`src/rtl/ooo_types.sv`:
```
// Shared types and line geometry for the L1 caches, arbiter and adaptor.
package ooo_types;

  localparam int LINE_WIDTH  = 256;
  localparam int OFFSET_BITS = 5;

  typedef enum logic [2:0] {
    IDLE,
    IC_READ,
    DC_READ,
    DC_WRITE,
    DONE
  } arb_state_t;

  typedef enum logic {
    ICACHE,
    DCACHE
  } arb_client_t;

endpackage

```
`src/rtl/arb_rr_picker.sv`:
```
// Two-way round-robin selector: the client that did not win last time
// wins a tie.
module arb_rr_picker
  import ooo_types::*;
(
  input  logic        req_ic,
  input  logic        req_dc,
  input  arb_client_t last_grant,
  output arb_client_t grant,
  output logic        valid
);

  always_comb begin
    grant = ICACHE;
    valid = req_ic | req_dc;
    unique case (1'b1)
      (req_ic && req_dc): begin
        if (last_grant == ICACHE) grant = DCACHE;
        else                      grant = ICACHE;
      end
      (req_dc && !req_ic): grant = DCACHE;
      default:             grant = ICACHE;
    endcase
  end

endmodule

```
`src/rtl/ooo_mem_arbiter.sv`:
```
// Serialises icache/dcache line fills and dcache write-backs onto the
// single pmem port, one transaction at a time.
module ooo_mem_arbiter #(
  parameter int ADDR_WIDTH  = 32,
  parameter int LINE_WIDTH  = ooo_types::LINE_WIDTH,
  parameter int OFFSET_BITS = ooo_types::OFFSET_BITS
) (
  input  logic                  clk,
  input  logic                  rst,
  input  logic                  ic_read,
  input  logic [ADDR_WIDTH-1:0] ic_address,
  output logic [LINE_WIDTH-1:0] ic_rdata,
  output logic                  ic_resp,
  input  logic                  dc_read,
  input  logic                  dc_write,
  input  logic [ADDR_WIDTH-1:0] dc_address,
  input  logic [LINE_WIDTH-1:0] dc_wdata,
  output logic [LINE_WIDTH-1:0] dc_rdata,
  output logic                  dc_resp,
  output logic                  pmem_read,
  output logic                  pmem_write,
  output logic [ADDR_WIDTH-1:0] pmem_address,
  output logic [LINE_WIDTH-1:0] pmem_wdata,
  input  logic [LINE_WIDTH-1:0] pmem_rdata,
  input  logic                  pmem_resp
);

  import ooo_types::*;

  localparam logic [ADDR_WIDTH-1:0] LINE_MASK =
    {{(ADDR_WIDTH-OFFSET_BITS){1'b1}}, {OFFSET_BITS{1'b0}}};

  arb_state_t  state, state_nx;
  arb_client_t last_grant, last_nx, pick;
  logic        pick_vld;
  logic        busy;

  logic [ADDR_WIDTH-1:0] addr_q, addr_nx;
  logic [LINE_WIDTH-1:0] wdata_q, wdata_nx;

  arb_rr_picker u_picker (
    .req_ic     (ic_read),
    .req_dc     (dc_read | dc_write),
    .last_grant (last_grant),
    .grant      (pick),
    .valid      (pick_vld)
  );

  always_ff @(posedge clk or negedge rst) begin
    if (!rst) begin
      state      <= IDLE;
      last_grant <= ICACHE;
      addr_q     <= '0;
      wdata_q    <= '0;
    end else begin
      state      <= state_nx;
      last_grant <= last_nx;
      addr_q     <= addr_nx;
      wdata_q    <= wdata_nx;
    end
  end

  always_comb begin
    state_nx   = state;
    last_nx    = last_grant;
    addr_nx    = addr_q;
    wdata_nx   = wdata_q;
    pmem_read  = 1'b0;
    pmem_write = 1'b0;
    ic_resp    = 1'b0;
    dc_resp    = 1'b0;
    unique case (state)
      IDLE: begin
        if (pick_vld) begin
          last_nx = pick;
          if (pick == ICACHE) begin
            state_nx = IC_READ;
            addr_nx  = ic_address & LINE_MASK;
          end else begin
            // a pending write-back wins over a fill from the same cache
            if (dc_write) state_nx = DC_WRITE;
            else          state_nx = DC_READ;
            addr_nx  = dc_address & LINE_MASK;
            wdata_nx = dc_wdata;
          end
        end
      end
      IC_READ: begin
        pmem_read = 1'b1;
        if (pmem_resp) begin
          ic_resp  = 1'b1;
          state_nx = DONE;
        end
      end
      DC_READ: begin
        pmem_read = 1'b1;
        if (pmem_resp) begin
          dc_resp  = 1'b1;
          state_nx = DONE;
        end
      end
      DC_WRITE: begin
        pmem_write = 1'b1;
        if (pmem_resp) begin
          dc_resp  = 1'b1;
          state_nx = DONE;
        end
      end
      DONE:    state_nx = IDLE;
      default: state_nx = IDLE;
    endcase
  end

  assign busy         = pmem_read | pmem_write;
  assign pmem_address = busy ? addr_q : '0;
  assign pmem_wdata   = (state == DC_WRITE) ? wdata_q : '0;
  assign ic_rdata     = ic_resp ? pmem_rdata : '0;
  assign dc_rdata     = dc_resp ? pmem_rdata : '0;

endmodule

```
`config.mk`:
```
export PLATFORM = sky130hd
export DESIGN_NAME = ooo_mem_arbiter
export DESIGN_NICKNAME = d
export VERILOG_FILES = /design/src/rtl/ooo_types.sv /design/src/rtl/arb_rr_picker.sv /design/src/rtl/ooo_mem_arbiter.sv
export SDC_FILE = /design/constraint.sdc
export NUM_CORES = 1
export LEC_CHECK = 0
export ABC_CLOCK_PERIOD_IN_PS = 2370
export CAP_MARGIN = 15
export CELL_PAD_IN_SITES_DETAIL_PLACEMENT = 0
export CELL_PAD_IN_SITES_GLOBAL_PLACEMENT = 1
export CORE_AREA = 2 2 547 549
export DETAILED_ROUTE_END_ITERATION = 10
export DIE_AREA = 0 0 549 551
export PLACE_DENSITY = 0.39
export REMOVE_ABC_BUFFERS = 1
export SLEW_MARGIN = 10
export SYNTH_ARGS = -nofsm -noshare
export SYNTH_HDL_FRONTEND = slang
export SYNTH_HIERARCHICAL = 1
export SYNTH_SLANG_ARGS = --single-unit
```
`constraint.sdc`:
```
create_clock -name clk -period 2.37 [get_ports clk]
set_input_delay 0.3555 -clock clk [delete_from_list [all_inputs] [get_ports clk]]
set_output_delay 0.3555 -clock clk [all_outputs]
set_load 0.1 [all_outputs]
```
# Word-level counts from Yosys, hierarchy flattened
# Cells that the tools add are included.
# classes
n_reduce_logical	10
mux	17
mul	0
shift	0
addsub	0
n_bitwise	3
n_eq_ne	5
div	0
order_cmp	0
# op_table
operator	count
$mux 256	3
$mux 32	2
$mux 1	7
$eq 3x2->1 const B	2
$mux 3	2
$pmux 3 s2	1
$reduce_and 2->1	2
$reduce_or 2->1	2
$eq 3x1->1 const B	1
$logic_not 3->1	1
$or 1x1->1	3
$reduce_and 3->1	1
$reduce_or 3->1	1
$logic_and 1x1->1	2
$mux 2	1
$ne 2x1->1 const B	1
$ne 2x2->1 const B	1
$pmux 1 s2	1
$logic_not 1->1	1
# word_totals
n_memories	0
romBits	0
ff_bits	292
word_cells	39
latch_bits	0
ram_bits	0
out_inout_bits	804
input_bits	582

# Logic depth before layout (Yosys ltp)
# depth
ltp_word	6
depth_mapped	8
depth_no_buf	5

# Hierarchy
# The synthesis kept the hierarchy.
# by_module_without_submodules
mod	n_inst	area_per_inst_um2	cells_per_inst	seq_area_each_um2
ooo_mem_arbiter	1	16403.2	1572	7181.9
arb_rr_picker	1	13.8	2	0.0

# Least setup slack after synthesis
# OpenSTA, ideal clock, no wires.
# synth_timing
kind	flip-flop to output port
start	reg state[2]
end	out ic_rdata[246]
t_required_ps	2014
setup_slack_ps	-694
n_path_buf	1
arrival_ps	2708
path_stages_with_launch	5
path_cell_list	dfrtp_1 > nand2b_1 > nor3_2 > clkbuf_1 > and2_1
# synth_via
elab_chain_cells	3
# synth_rtl
element	line_no	source
start: declaration	ooo_mem_arbiter.sv:33	arb_state_t state, state_nx;
start signal: assignment	ooo_mem_arbiter.sv:56	state <= state_nx;
$eq 3x1->1	ooo_mem_arbiter.sv:72	unique case (state)
$mux 1	ooo_mem_arbiter.sv:72	
net ic_resp	ooo_mem_arbiter.sv:13	output logic ic_resp,
$mux 256	ooo_mem_arbiter.sv:117	assign ic_rdata = ic_resp ? pmem_rdata : '0;
end: declaration	ooo_mem_arbiter.sv:12	output logic [LINE_WIDTH-1:0] ic_rdata,
# The timed path passes the listed nets, and every way through them passes these cells.

# Worst setup path in the final report
# layout_timing
start	reg state[2]
end	out dc_rdata[56]
# layout_via
elab_chain_cells	4
elab_cells_between_ends	5
cone_classes	2 x eq/ne; 2 x mux; 1 x reduce/logical
# layout_rtl
element	line_no	source
$eq 3x2->1	ooo_mem_arbiter.sv:72	
$reduce_or 2->1 (no line) (*)	--	
$mux 1 (*)	--	
$mux 256 (*)	ooo_mem_arbiter.sv:118	assign dc_rdata = dc_resp ? pmem_rdata : '0;
end: declaration	ooo_mem_arbiter.sv:18	output logic [LINE_WIDTH-1:0] dc_rdata,
# Every way passes the cells marked *; elsewhere a longest branch is shown, timed or not.

==> impl_metrics.json <==
{
  "crit_fanout": 9,
  "cts_buffer_depth": 3,
  "r2r.worst_path.cells": 8,
  "dpl.hpwl_mm": 177.0,
  "switching_share_pct": 52.92,
  "crit_top_cell": "buf_12",
  "dp.cells": 6922,
  "synth_seq_area_share_pct": 43.75,
  "overflow": 0,
  "drc": 0,
  "cts_root_buffer": "clkbuf_16",
  "hold-worst-slack_ns": 0.2333,
  "p_per_area_mw_per_mm2": 1142,
  "outcome": "complete, but fails checks",
  "cts_tree": "yes",
  "ir_worst_vdd_mv": 0.5408,
  "synth_top_area_cell": "dfrtp_1",
  "htree_levels": 2,
  "grt_max_degree": 55,
  "drt-total-wl_mm": 202.8,
  "synth.distinct_cells": 25,
  "critical-path-slowest-cell": "dfrtp_1",
  "rsz0062_at_grt": "yes",
  "grt_pass1_vias": 19290,
  "cp.depth": 8,
  "max_slew_margin_pct": 63.89,
  "yosysTopAreaCellShare_pct": 43.75,
  "finalSetupViolCount": 798,
  "p_int_uw": 25700,
  "drive_above_1_share_pct": 45.91,
  "synth_edf_count": 0,
  "worstSetupEndpointType": "output port",
  "ys_ff_latch": 287,
  "cts_sinks": 287,
  "clkTransAtPathRegs_ns": 0.06,
  "p_comb_share_pct": 71.7,
  "rows": 200,
  "syn_to_final_growth_pct": 191.0,
  "pin_count": 1386,
  "slowest_delay_ns": 0.39,
  "wire_per_inst_um": 28.54,
  "fin_util_pct": 16.13,
  "worstPathArrival_ns": 2.48,
  "place_congestion": 0.8374,
  "yosys_warnings": 6,
  "viasPerCell": 2.645,
  "p_clk_share_pct": 11.2,
  "final_nets": 3681,
  "critPathLaunchType": "flop",
  "yosys-top-cells-area": "dfrtp_1 (44%), and2_1 (30%), mux2_1 (16%)",
  "power_uw": 54580,
  "tightest_slew_ns": 0.5417,
  "async_flop_share_pct": 100.0,
  "num_vias": 18787,
  "worstPathRequired_ns": 2.01,
  "grt_use_total_pct": 12.67,
  "yosys-top-cells-count": "and2_1 (795), dfrtp_1 (287), mux2_1 (229), clkbuf_1 (85), nor2_1 (32)",
  "route.antenna.remaining_nets": 0,
  "cap_violations": 0,
  "synthesis.area_mm2": 0.01642,
  "min_path_type": "input port to asynchronous set/reset pin",
  "drv_slew": 0,
  "cp_num_buf_inv": 6,
  "cts-buffers-inserted": 40,
  "initial_core_util_pct": 5.541,
  "fin_ws_ns": -0.4672,
  "fmax_mhz": 352.5,
  "syn_area_per_cell_um2": 10.43,
  "antenna_found_initial": 173,
  "fp.dieH_um": 551,
  "crit_type": "flop to output port",
  "violations": "negative setup slack",
  "synth_ff_type": "dfrtp_1",
  "synthCells": 1574,
  "fin_worst_skew_ns": 0.03770,
  "switchingPower_uw": 28880,
  "final-hold-violation-count": 0,
  "coreArea_mm2": 0.2963,
  "portBuffers": 1370,
  "drt-pass1-iter-count": 5,
  "drt_iter0_drc": 774,
  "die-area_mm2": 0.3025,
  "cp_cell_sequence": "buf_6 -> nor3_4 -> buf_12 -> buf_12 -> buf_12 -> clkbuf_16 -> and2_4 -> buf_12",
  "period_share_pct": 119.7,
  "yosysMostFrequentCell": "and2_1",
  "instances_no_fill": 7104,
  "fp.dieW_um": 549,
  "period_needed_ns": 2.837,
  "clock_latency_ns": 0.62,
  "pwr-share-seq_pct": 17.1,
  "leakagePower_uw": 0.01868,
  "path_delay_family": "buffers and inverters",
  "grt_pass1_wl_mm": 242.7
}
through the flow:
stage | area, µm² | setup TNS [ns] | setup slack (ns)
6_report | 47780 | -267.65 | -0.4672
3_3_place_gp | 44170 | -183.76 | -0.4393
5_1_grt | 47700 | -351.25 | -0.5573
2_1_floorplan | 15720 | -6177.99 | -7.078
3_5_place_dp | 44170 | -217.36 | -0.5010
4_1_cts | 46900 | -367.27 | -0.6008
path summary, 6_finish.rpt:
| kind | start | end | slack, ns |
|---|---|---|---|
| min in group clk | dc_wdata[14] | wdata_q[14] | 0.33 |
| setup reg to reg | state[1] | wdata_q[35] | 0.10 |
| setup / recovery | state[2] | dc_rdata[56] | -0.47 |
| max in group asynchronous | rst | wdata_q[192] | 1.32 |
| hold / removal | rst | wdata_q[181] | 0.23 |
| hold reg to reg | wdata_q[171] | wdata_q[171] | 0.48 |
registers in the layout (all words and copies together) (netlist names):
register,count
addr_q,27
last_grant,1
state,3
wdata_q,256
logic make-up (layout without fill, tap and decap cells):
family	Yosys count	count (layout)	synth area share [%]
AO/OA/AOI/OAI	32	32	0.9907
AND/OR/NAND/NOR	836	836	31.54
other	1	44	0.02284
XOR/XNOR	1	1	0.05336
flip-flops	287	287	43.75
multiplexers	283	283	19.21
buffers and inverters	134	1682	4.443
power by group through the flow:
| stage | registers (µW) | clock network [µW] | logic, µW |
|---|---|---|---|
| floorplan | 8230 | 0 | 21100 |
| global placement | 9370 | 0 | 37200 |
| detailed placement | 9330 | 0 | 37300 |
| CTS | 9300 | 6440 | 38900 |
| global route | 9600 | 6590 | 40600 |
| finish | 9330 | 6130 | 39100 |
final cells by class:
| class | count | area, µm² |
|---|---|---|
| Timing Repair Buffer | 1609 | 24960 |
| Clock buffer | 53 | 1101 |
| Multi-Input combinational cell | 1157 | 9328 |
| Fill cell | 32851 | 248500 |
| Tap cell | 3939 | 4928 |
| Antenna cell | 39 | 97.59 |
| Sequential cell | 287 | 7182 |
| Inverter | 4 | 15.01 |
| Clock inverter | 16 | 162.7 |
per-layer routing:
| layer | part of all wire (%) | global-route usage (%) |
|---|---|---|
| met2 | 44 | 19.95 |
| met4 | 1.8 | 1.986 |
| met3 | 15 | 8.417 |
| met5 | 0.26 | 0 |
| met1 | 39 | 14.37 |
what timing repair did:
| item | CTS | global route |
|---|---|---|
| endpoints found under the setup margin | 798 | 799 |
| endpoints found under the hold margin | 25 | 0 |
| setup buffers | 28 | 22 |
| pin swaps | 54 | 16 |
| gates cloned | 16 | 17 |
| resized for setup | 261 | 139 |
| hold buffers | 1 | 0 |
layout by cell type, fill, tap and decap left out, types with 9 or more instances in the layout:
master and n:
buf_8 14, diode_2 39, and2_4 300, clkbuf_1 9, buf_16 21, mux2_1 229, nor2_1 30, buf_6 12
mux2_2 27, mux2i_1 27, dfrtp_1 287, buf_4 127, clkdlybuf4s50_1 570, buf_12 849, a21oi_1 28, clkbuf_16 56
and2_1 494
No activity file was read; power rests on OpenSTA's default activity.
==> patch, RTL diff (config.mk and constraints unchanged) <==
Add an input register stage for `dc_address`; this delays it by one clock. The other inputs are not delayed to match.
--- a/src/rtl/ooo_mem_arbiter.sv
+++ b/src/rtl/ooo_mem_arbiter.sv
@@ -31,2 +31,8 @@
     {{(ADDR_WIDTH-OFFSET_BITS){1'b1}}, {OFFSET_BITS{1'b0}}};
+
+  logic [ADDR_WIDTH-1:0] dc_address_q;
+
+  always_ff @(posedge clk) begin
+    dc_address_q <= dc_address;
+  end
 
@@ -82,3 +88,3 @@
             else          state_nx = DC_READ;
-            addr_nx  = dc_address & LINE_MASK;
+            addr_nx  = dc_address_q & LINE_MASK;
             wdata_nx = dc_wdata;
Function: changed (a bounded check fails within 4 cycles, from zero or initial values and one cycle with rst low).
==> patch against the original RTL <==
The run still ends with negative setup slack left. Sequential cell count grew 27. Critical path depth shrank 1. Critical endpoint is now ic_rdata[154]. Power grew 1.8%. Die area is the same. Setup slack gained 0.0080 ns. Clock power grew 15%. Routed wire length grew 1.4%. First-iteration DRC count shrank 3.2%. Design area grew 1.5%. Area after synthesis grew 3.3%. Combinational power is essentially flat. Maximum frequency grew 0.28%. Critical path type unchanged.
==> patch: results (changes against the original RTL) <==
Global routing
  • Number of global-route vias before repair: 19650 (+1.9%)
  • First-pass GRT wire length: 248600 um (+2.4%)
  • Gr usage total: 0.1288 (+0.002096)
  • Largest net degree at the start of global routing: 63 (+15%)
  • Initial antenna violation count: 176 (+1.7%)

Timing
  • Clock skew: 0.02915 ns (-0.008543 ns)
  • Measured slew at the worst slew-check pin: 0.6305 ns (+0.08881 ns)
  • Setup violators final: 794 (-0.50%)
  • Worst Setup Slack, final: -0.4591 ns (+0.008006 ns)

Place
  • HPWL Detailed: 177400 um (+0.21%)
  • RePlAce Congestion: 0.9704 (+16%)
  • Area after DPL: 44640 um^2 (+1.1%)
  • Pre-CTS setup slack: -0.8264 ns (-0.3253 ns)

Power and ir drop
  • Comb. pwr: 39000 uW (about the same)
  • Internal: 26870 uW (+4.6%)
  • P_leak: 0.01895 uW (+1.5%)

Synthesis
  • Distinct cells, synth: 27 (+8.0%)
  • Register area share after synthesis: 0.4554 (+0.01790)
  • Synth top cells by count: and2_1 (795), dfrtp_1 (287), mux2_1 (229), clkbuf_1 (86), nor2_1 (32)

Detailed routing
  • Routed vias/inst: 2.671 (+1.0%)
  • Average wire per standard cell: 29.00 um (+1.6%)

Outcome
  • Failing checks: negative setup slack
  • Status: finished with violations

Critical path
  • CP max-delay cell: dfrtp_2
  • CP Max Fanout: 22 (+13)
  • Worst path max stage delay: 0.45 ns (+0.06 ns)

Min path
  • Min-delay worst type: in -> reg

Final layout
  • Share of cells above drive strength 1: 0.4648 (+0.005713)
## patch: timing repair
item	in CTS	in global routing
endpoints found under the setup margin	798	798
pin swaps	15	21
gates resized for setup	206	252
cloned	16	14
hold buffers	1	0
setup buffers	26	12
hold endpoints to repair	65	0
## patch: cell families after synthesis
logic type | count (synthesis) | synth area share
DFF | 314 | 0.4554
muxes | 283 | 0.1859
buffers and inverters | 135 | 0.04279
AOI/OAI and AO/OA | 32 | 0.009591
xor gates and xnor gates | 1 | 0.0005165
and+or+nand+nor | 836 | 0.3056
other | 1 | 0.0002211
## patch: area by class of cell
type	instances	area, um^2
multi-input combinational	1157	9455
fill	32850	247800
inverter	4	15.01
tap	3939	4928
timing repair buffer	1568	24840
clock buffer	66	1254
antenna	30	75.07
clock inverter	13	212.7
sequential	314	7724
## patch: final timing paths
path | from | to | slack (ns)
hold reg to reg | wdata_q[41]$_DFFE_PN0P_ | wdata_q[41]$_DFFE_PN0P_ | 0.48
setup / recovery | state[2]$_DFFE_PN0P_ | ic_rdata[154] | -0.46
min in group asynchronous | rst | wdata_q[214]$_DFFE_PN0P_ | 0.23
hold / removal | dc_address[15] | dc_address_q[15]$_DFF_P_ | 0.17
max in group asynchronous | rst | wdata_q[205]$_DFFE_PN0P_ | 1.32
setup reg to reg | state[2]$_DFFE_PN0P_ | wdata_q[183]$_DFFE_PN0P_ | 0.33
## patch: metrics by stage
stage	instances	power, uW	TNS (ns)
detailed placement	6920	46520	-317.66
global route	7065	57930	-379.90
floorplan	1475	29360	-6773.95
global placement	6920	46460	-322.68
CTS	7041	55450	-368.65
finish	7091	55540	-265.80
## patch: layer usage
layer	vias to the layer above	wire, um	global-route usage
met4	86	3564	0.01825
li1	8125	-	-
met1	9151	80300	0.1489
met3	347	29670	0.08148
met5	-	561	0
met2	1234	91560	0.2032
